File: config.mk
export PLATFORM = sky130hd
export DESIGN_NAME = led_blink_sched_flat
export DESIGN_NICKNAME = d
export VERILOG_FILES = /design/src/rtl/led_blink_sched_if.sv /design/src/rtl/led_blink_sched.sv /design/src/flat_wrapper.sv
export SDC_FILE = /design/constraint.sdc
export NUM_CORES = 1
export LEC_CHECK = 0
export CAP_MARGIN = 10
export CORE_UTILIZATION = 29
export DETAILED_ROUTE_END_ITERATION = 8
export PLACE_DENSITY_LB_ADDON = 0.15
export SYNTH_ARGS = -nofsm -noshare
export SYNTH_HDL_FRONTEND = slang
export SYNTH_SLANG_ARGS = --single-unit
File: constraint.sdc
create_clock -name PCLK -period 4.4 [get_ports PCLK]
set_input_delay 0.44 -clock PCLK [delete_from_list [all_inputs] [get_ports PCLK]]
set_output_delay 0.44 -clock PCLK [all_outputs]
set_load 0.02 [all_outputs]
File: src/rtl/led_blink_sched_if.sv
//------------------------------------------------------------------------------
// Module   : led_blink_sched_if
// Purpose  : APB3 signal bundle between CoreAPB3 and the LED blink scheduler.
// Revision : 1.0 - initial release
//------------------------------------------------------------------------------
`default_nettype none

interface led_blink_sched_if;
  logic        PSEL;
  logic        PENABLE;
  logic        PWRITE;
  logic [31:0] PADDR;
  logic [31:0] PWDATA;
  logic        PREADY;
  logic        PSLVERR;
  logic [31:0] PRDATA;

  modport master (
    output PSEL, PENABLE, PWRITE, PADDR, PWDATA,
    input  PREADY, PSLVERR, PRDATA
  );

  modport slave (
    input  PSEL, PENABLE, PWRITE, PADDR, PWDATA,
    output PREADY, PSLVERR, PRDATA
  );
endinterface

`default_nettype wire

File: src/rtl/led_blink_sched.sv
//------------------------------------------------------------------------------
// Module   : led_blink_sched
// Purpose  : APB3 slave running programmable LED on/off blink trains with a
//            sticky DONE status and level interrupt.
// Revision : 1.0 - initial release
//------------------------------------------------------------------------------
`default_nettype none

module led_blink_sched #(
  parameter int CNT_W = 24,
  parameter int REP_W = 16
) (
  input  wire logic          PCLK,
  input  wire logic          PRESERN,
  led_blink_sched_if.slave   apb,
  output logic               LED,
  output logic               DONE_IRQ
);

  localparam logic [2:0]       c_addr_ctrl   = 3'd0;
  localparam logic [2:0]       c_addr_on     = 3'd1;
  localparam logic [2:0]       c_addr_off    = 3'd2;
  localparam logic [2:0]       c_addr_count  = 3'd3;
  localparam logic [2:0]       c_addr_status = 3'd4;
  localparam logic [CNT_W-1:0] c_tmr_one     = CNT_W'(1);
  localparam logic [REP_W-1:0] c_rep_one     = REP_W'(1);

  typedef enum logic [1:0] {
    ST_IDLE = 2'd0,
    ST_ON   = 2'd1,
    ST_OFF  = 2'd2
  } state_t;

  state_t           r_state;
  logic             r_led_raw;
  logic             r_loop;
  logic             r_invert;
  logic             r_irq_en;
  logic             r_done;
  logic [CNT_W-1:0] r_on_time;
  logic [CNT_W-1:0] r_off_time;
  logic [REP_W-1:0] r_count;
  logic [REP_W-1:0] r_remain;
  logic [CNT_W-1:0] r_timer;

  logic [2:0]       w_addr;
  logic             w_addr_ok;
  logic             w_wr;
  logic             w_start;
  logic             w_stop;
  logic [CNT_W-1:0] w_on_load;
  logic [CNT_W-1:0] w_off_load;
  logic [31:0]      w_rdata;
  logic             w_unused;

  assign w_addr    = apb.PADDR[4:2];
  assign w_addr_ok = (w_addr <= c_addr_status);
  assign w_wr      = apb.PSEL && apb.PENABLE && apb.PWRITE && w_addr_ok;
  assign w_start   = w_wr && (w_addr == c_addr_ctrl) && apb.PWDATA[0];
  assign w_stop    = w_wr && (w_addr == c_addr_ctrl) && apb.PWDATA[1];

  // Phase lengths of zero behave as one cycle.
  assign w_on_load  = (r_on_time  == '0) ? '0 : r_on_time  - c_tmr_one;
  assign w_off_load = (r_off_time == '0) ? '0 : r_off_time - c_tmr_one;

  assign w_unused = ^{apb.PADDR, apb.PWDATA};

  always_ff @(posedge PCLK) begin
    if (!PRESERN) begin
      r_state    <= ST_IDLE;
      r_led_raw  <= 1'b0;
      r_loop     <= 1'b0;
      r_invert   <= 1'b0;
      r_irq_en   <= 1'b0;
      r_done     <= 1'b0;
      r_on_time  <= '0;
      r_off_time <= '0;
      r_count    <= '0;
      r_remain   <= '0;
      r_timer    <= '0;
    end else begin
      if (w_wr) begin
        case (w_addr)
          c_addr_ctrl: begin
            r_loop   <= apb.PWDATA[2];
            r_invert <= apb.PWDATA[3];
            r_irq_en <= apb.PWDATA[4];
          end
          c_addr_on:     r_on_time  <= apb.PWDATA[CNT_W-1:0];
          c_addr_off:    r_off_time <= apb.PWDATA[CNT_W-1:0];
          c_addr_count:  r_count    <= apb.PWDATA[REP_W-1:0];
          c_addr_status: if (apb.PWDATA[1]) r_done <= 1'b0;
          default: ;
        endcase
      end

      // Sequencer assignments follow the register writes so a DONE set
      // overrides a same-cycle W1C clear.
      if (w_stop) begin
        r_state   <= ST_IDLE;
        r_led_raw <= 1'b0;
      end else begin
        case (r_state)
          ST_IDLE: begin
            r_led_raw <= 1'b0;
            if (w_start) begin
              // LOOP comes from the same CTRL write that carries START.
              if ((r_count == '0) && !apb.PWDATA[2]) begin
                r_done <= 1'b1;
              end else begin
                r_state   <= ST_ON;
                r_led_raw <= 1'b1;
                r_timer   <= w_on_load;
                r_remain  <= r_count;
                r_done    <= 1'b0;
              end
            end
          end

          ST_ON: begin
            if (r_timer == '0) begin
              r_state   <= ST_OFF;
              r_led_raw <= 1'b0;
              r_timer   <= w_off_load;
            end else begin
              r_timer <= r_timer - c_tmr_one;
            end
          end

          ST_OFF: begin
            if (r_timer != '0) begin
              r_timer <= r_timer - c_tmr_one;
            end else if (r_loop) begin
              r_state   <= ST_ON;
              r_led_raw <= 1'b1;
              r_timer   <= w_on_load;
            end else if (r_remain <= c_rep_one) begin
              // Saturate so a looping train started with COUNT=0 ends cleanly.
              r_state   <= ST_IDLE;
              r_led_raw <= 1'b0;
              r_remain  <= '0;
              r_done    <= 1'b1;
            end else begin
              r_state   <= ST_ON;
              r_led_raw <= 1'b1;
              r_timer   <= w_on_load;
              r_remain  <= r_remain - c_rep_one;
            end
          end

          default: begin
            r_state   <= ST_IDLE;
            r_led_raw <= 1'b0;
          end
        endcase
      end
    end
  end

  always_comb begin
    w_rdata = '0;
    if (apb.PSEL && !apb.PWRITE) begin
      case (w_addr)
        c_addr_ctrl:   w_rdata = {27'd0, r_irq_en, r_invert, r_loop, 2'b00};
        c_addr_on:     w_rdata = 32'(r_on_time);
        c_addr_off:    w_rdata = 32'(r_off_time);
        c_addr_count:  w_rdata = 32'(r_count);
        c_addr_status: w_rdata = {16'(r_remain), 14'd0, r_done, (r_state != ST_IDLE)};
        default:       w_rdata = '0;
      endcase
    end
  end

  assign apb.PRDATA  = w_rdata;
  assign apb.PREADY  = 1'b1;
  assign apb.PSLVERR = apb.PSEL && apb.PENABLE && !w_addr_ok;

  assign LED      = r_led_raw ^ r_invert;
  assign DONE_IRQ = r_done & r_irq_en;

endmodule

`default_nettype wire
File: src/flat_wrapper.sv
// flat-port wrapper written by rule: the top's interface ports become plain ports
module led_blink_sched_flat 
#(
  parameter int CNT_W = 24,
  parameter int REP_W = 16
)
  (PCLK, PRESERN, LED, DONE_IRQ, apb_PSEL, apb_PENABLE, apb_PWRITE, apb_PADDR, apb_PWDATA, apb_PREADY, apb_PSLVERR, apb_PRDATA);
  led_blink_sched_if apb_i ();
  input  wire logic PCLK;
  input  wire logic PRESERN;
  output logic LED;
  output logic DONE_IRQ;
  input wire logic [$bits(apb_i.PSEL)-1:0] apb_PSEL;
  input wire logic [$bits(apb_i.PENABLE)-1:0] apb_PENABLE;
  input wire logic [$bits(apb_i.PWRITE)-1:0] apb_PWRITE;
  input wire logic [$bits(apb_i.PADDR)-1:0] apb_PADDR;
  input wire logic [$bits(apb_i.PWDATA)-1:0] apb_PWDATA;
  output wire logic [$bits(apb_i.PREADY)-1:0] apb_PREADY;
  output wire logic [$bits(apb_i.PSLVERR)-1:0] apb_PSLVERR;
  output wire logic [$bits(apb_i.PRDATA)-1:0] apb_PRDATA;
  assign apb_i.PSEL = apb_PSEL;
  assign apb_i.PENABLE = apb_PENABLE;
  assign apb_i.PWRITE = apb_PWRITE;
  assign apb_i.PADDR = apb_PADDR;
  assign apb_i.PWDATA = apb_PWDATA;
  assign apb_PREADY = apb_i.PREADY;
  assign apb_PSLVERR = apb_i.PSLVERR;
  assign apb_PRDATA = apb_i.PRDATA;
  led_blink_sched #(.CNT_W(CNT_W), .REP_W(REP_W)) u_core (.PCLK(PCLK), .PRESERN(PRESERN), .apb(apb_i), .LED(LED), .DONE_IRQ(DONE_IRQ));
endmodule
==> Flow_metrics.wiki <==
{| class="wikitable"
! Metric !! Value
|-
| Class of the tightest hold or removal check || flop to flop
|-
| Post-CTS Setup Bufs || 0
|-
| Portion of the post-synthesis area used by sequential elements || 29.6%
|-
| Static Leak || 0.00311 µW
|-
| Pin slew with the least headroom to its limit || 1.15 ns
|-
| Ports || 105
|-
| Most repeated library cell on the critical path || sky130_fd_sc_hd__clkdlybuf4s50_1
|-
| Final Core Density || 35.0%
|-
| Iteration-0 DRC Markers || 665
|-
| Number of warnings issued by yosys || 0
|-
| Vias in the first global route || 7,522
|-
| Worst setup slack after placement || 0.980 ns
|-
| Antenna violations before repair || 0
|-
| Max transition margin || 23.1%
|-
| Max-slew violation count || 0
|-
| Clock tree sinks || 111
|-
| Post-synth top flop || sky130_fd_sc_hd__dfxtp_1
|-
| Area of the mapped netlist || around 7500 µm²
|-
| Number of maximum-capacitance constraint violations || 0
|-
| Cell Pwr Density || about 460 nW/µm²
|-
| Clk_skew || 0.0121 ns
|-
| Fraction of layout cells with a size suffix above 1 || ~8.3%
|-
| Share of the clock period used by the worst path after layout || 77.4%
|-
| Routed length per placed instance || 20.6 µm
|-
| Clock input transition at the sequential cells of the worst setup and hold paths || 0.08 ns
|-
| Final setup TNS || 0 ns
|-
| Die outline width || 163 µm
|-
| Final Setup Violations || 0
|-
| Total global routing overflow || 0
|-
| Async S/R FF share, synth || 0%
|-
| TritonCTS clock tree || done
|-
| Number of antenna-violating nets in the routed design || 0
|-
| Number of standard cells in the final layout excluding fillers || 1,400
|-
| Standard-cell row count || 58
|-
| Detailed-routed wire length on met2 || about 13,000 µm
|-
| Min Clock Period, post-route || about 3.4 ns
|-
| DR vias/cell || 5.65
|-
| Initial core utilization || 29.7%
|-
| Port-buffer cells || 66
|-
| Overall global routing resource usage || 22.1%
|-
| Detail Route met3 WL || 1350 µm
|-
| Biggest fanout along the worst timing path || 15
|-
| First-pass GRT wire length || 44,800 µm
|-
| Gate count of the mapped netlist || approximately 1,000
|-
| Startpoint type of the worst setup path || primary input
|-
| Placed cell area || 8540 µm²
|-
| Peak per-stage delay on the critical path || between 0.6 and 0.7 ns
|-
| Final Hold Fails || 0
|-
| Highest metal layer with signal wires || met4
|-
| VDD IR-drop max || 0.000239 V
|-
| Run status || finished clean
|-
| Placed instance count || 1,384
|-
| Number of nets produced by synthesis || 1,113
|-
| Syn-to-layout area delta || 18.1%
|-
| Overall die height || between 150 and 200 µm
|-
| Diode insertion count for antenna repair || 0
|-
| Detailed-router iteration count before antenna repair || 5
|-
| EDFF count, synth || 0
|-
| Unrepaired setup endpoints after global routing || no
|-
| Post-synthesis sequential element count || 111
|-
| Cell at the slowest stage of the critical path || sky130_fd_sc_hd__clkdlybuf4s50_1
|-
| Achievable Freq || 0.294 GHz
|-
| Metal1 wirelength || 14,400 µm
|-
| Crit-path cells || clkdlybuf4s50_1 > o21ai_0 > nand3b_1 > buf_4 > or2_2 > nor2_1 > clkdlybuf4s50_1
|-
| HPWL after detailed placement || 21,600 µm
|-
| Root Buffer Master || sky130_fd_sc_hd__clkbuf_16
|-
| Number of distinct library cell variants in the gate-level netlist after synthesis || 74
|-
| Level count of the clock H-tree || 3
|-
| Critical Path End Type || output port
|-
| Total length of routed wires || approximately 29,000 µm
|-
| Fin nets || 1,146
|-
| Overall die area || 26,600 µm²
|-
| Maximum clock insertion buffer count || 2
|-
| Data required time at the worst endpoint || around 4 ns
|-
| CTS buffer count || 9
|-
| Worst-skew pair later-pin latency || 0.37 ns
|-
| Category of the critical setup timing path || primary input to output port
|-
| Core box area || 25,300 µm²
|-
| Final worst slack || around 1 ns
|-
| Number of hold buffers added after cts || 0
|-
| Area of all placed cells without fillers || a little under 9000 µm²
|-
| Largest net degree at the start of global routing || 32
|-
| Total number of vias || 7,911
|-
| Residual DRC || 0
|-
| Arrival time of the worst setup path || 2.97 ns
|-
| Number of cells upsized or downsized after cts || 0
|-
| Average cell area after synthesis || 7.28 µm²
|-
| Final GP Congestion || 0.844
|}
cell usage after synthesis (all sizes together) (7+ instances only):
library cell | number | area [µm²]
or3 | 17 | 108
o21ai | 44 | 220
buf | 16 | 93.8
xnor2 | 29 | 254
nor2 | 80 | 300
a21oi | 119 | 599
ha | 12 | 150
and2 | 12 | 75.1
nand3b | 7 | 52.6
nor3 | 51 | 265
nand2 | 170 | 641
nor2b | 7 | 43.8
a22oi | 23 | 173
mux2 | 10 | 113
or4 | 19 | 148
a311oi | 19 | 173
o211ai | 11 | 82.6
nand4 | 7 | 43.8
nand3 | 15 | 75.1
mux2i | 10 | 100
nor4 | 29 | 188
dfxtp | 111 | 2220
or2 | 9 | 56.3
inv | 18 | 67.6
clkbuf | 63 | 239
xor2 | 27 | 236
routing by layer:
| layer | vias to the layer above | GRT usage, % |
|---|---|---|
| li1 | 3809 | - |
| met4 | 0 | 4.42 |
| met1 | 3860 | 32.7 |
| met5 | - | 0 |
| met2 | 222 | 34.0 |
| met3 | 20 | 2.52 |
worst paths after layout:
| kind | startpoint | endpoint | slack [ns] | depth (start not counted) |
|---|---|---|---|---|
| worst min register to register | u_core.r_off_time[9]$_SDFFE_PN0P_ | u_core.r_off_time[9]$_SDFFE_PN0P_ | 0.49 | 2 |
| worst max-delay path | apb_PADDR[4] | apb_PRDATA[5] | 0.99 | 7 |
| worst min-delay path | u_core.r_off_time[9]$_SDFFE_PN0P_ | u_core.r_off_time[9]$_SDFFE_PN0P_ | 0.49 | 2 |
| worst max register to register | u_core.r_timer[14]$_SDFFE_PN0P_ | u_core.r_timer[5]$_SDFFE_PN0P_ | 1.20 | 6 |
metrics by stage:
step                power [µW]  hold slack (ns)
global route              4360            0.503
finish                    4090            0.490
CTS                       4080            0.486
detailed placement        3140            0.473
global placement          3130            0.466
floorplan                 2580            0.453
report_power, final:
group          internal [µW]  switching [µW]
clock                    469             468
sequential              1080             111
combinational            698            1260
total                   2240            1840
registers in the layout, indices dropped and copies added, names as in the netlist:
signal / count
u_core.r_off_time: 24
u_core.r_on_time: 24
u_core.r_timer: 24
u_core.r_count: 16
u_core.r_remain: 16
u_core.r_state: 2
u_core.r_done: 1
u_core.r_invert: 1
u_core.r_irq_en: 1
u_core.r_led_raw: 1
u_core.r_loop: 1
layout by cell type, fill, tap and decap left out, types with 11 or more instances in the layout:
cell type                         Yosys  final
sky130_fd_sc_hd__a21oi_1            118    118
sky130_fd_sc_hd__a22oi_1             23     23
sky130_fd_sc_hd__a311oi_1            18     18
sky130_fd_sc_hd__and2_1              11     11
sky130_fd_sc_hd__buf_4                2     34
sky130_fd_sc_hd__clkdlybuf4s50_1      0     66
sky130_fd_sc_hd__dfxtp_1            111    111
sky130_fd_sc_hd__ha_1                12     12
sky130_fd_sc_hd__inv_1               18     18
sky130_fd_sc_hd__nand2_1            169    169
sky130_fd_sc_hd__nand3_1             15     15
sky130_fd_sc_hd__nor2_1              80     80
sky130_fd_sc_hd__nor3_1              49     48
sky130_fd_sc_hd__nor4_1              28     28
sky130_fd_sc_hd__o211ai_1            11     11
sky130_fd_sc_hd__o21ai_0             42     42
sky130_fd_sc_hd__or3_1               16     16
sky130_fd_sc_hd__or4_1               17     17
sky130_fd_sc_hd__xnor2_1             29     29
sky130_fd_sc_hd__xor2_1              27     27
critical path: cells and delay by family:
| kind | cells | cell delay [ns] |
|---|---|---|
| compound gates | 1 | 0.24 |
| buf+inv | 3 | 1.50 |
| simple gates | 3 | 0.77 |
logic make-up (layout without fill, tap and decap cells):
kind of cell | count (synthesis) | in the layout | share of synthesized area (%)
other cells | 1 | 1 | 0.0499
xor+xnor | 56 | 56 | 6.53
buf+inv | 99 | 137 | 5.43
simple gates | 445 | 445 | 28.7
mux | 21 | 21 | 3.13
fa+ha+maj | 12 | 12 | 2.00
compound gates | 287 | 287 | 24.6
flops | 111 | 111 | 29.6
final cells by class:
class	count	area, µm²
clock buffers	9	225
well taps	330	413
flip-flops and latches	111	2220
clock inverters	7	109
inverters	20	75.1
repair buffers	101	936
multi-input cells	822	4890
fillers	2715	16500
Note: power is estimated with default switching activity, not from simulation.
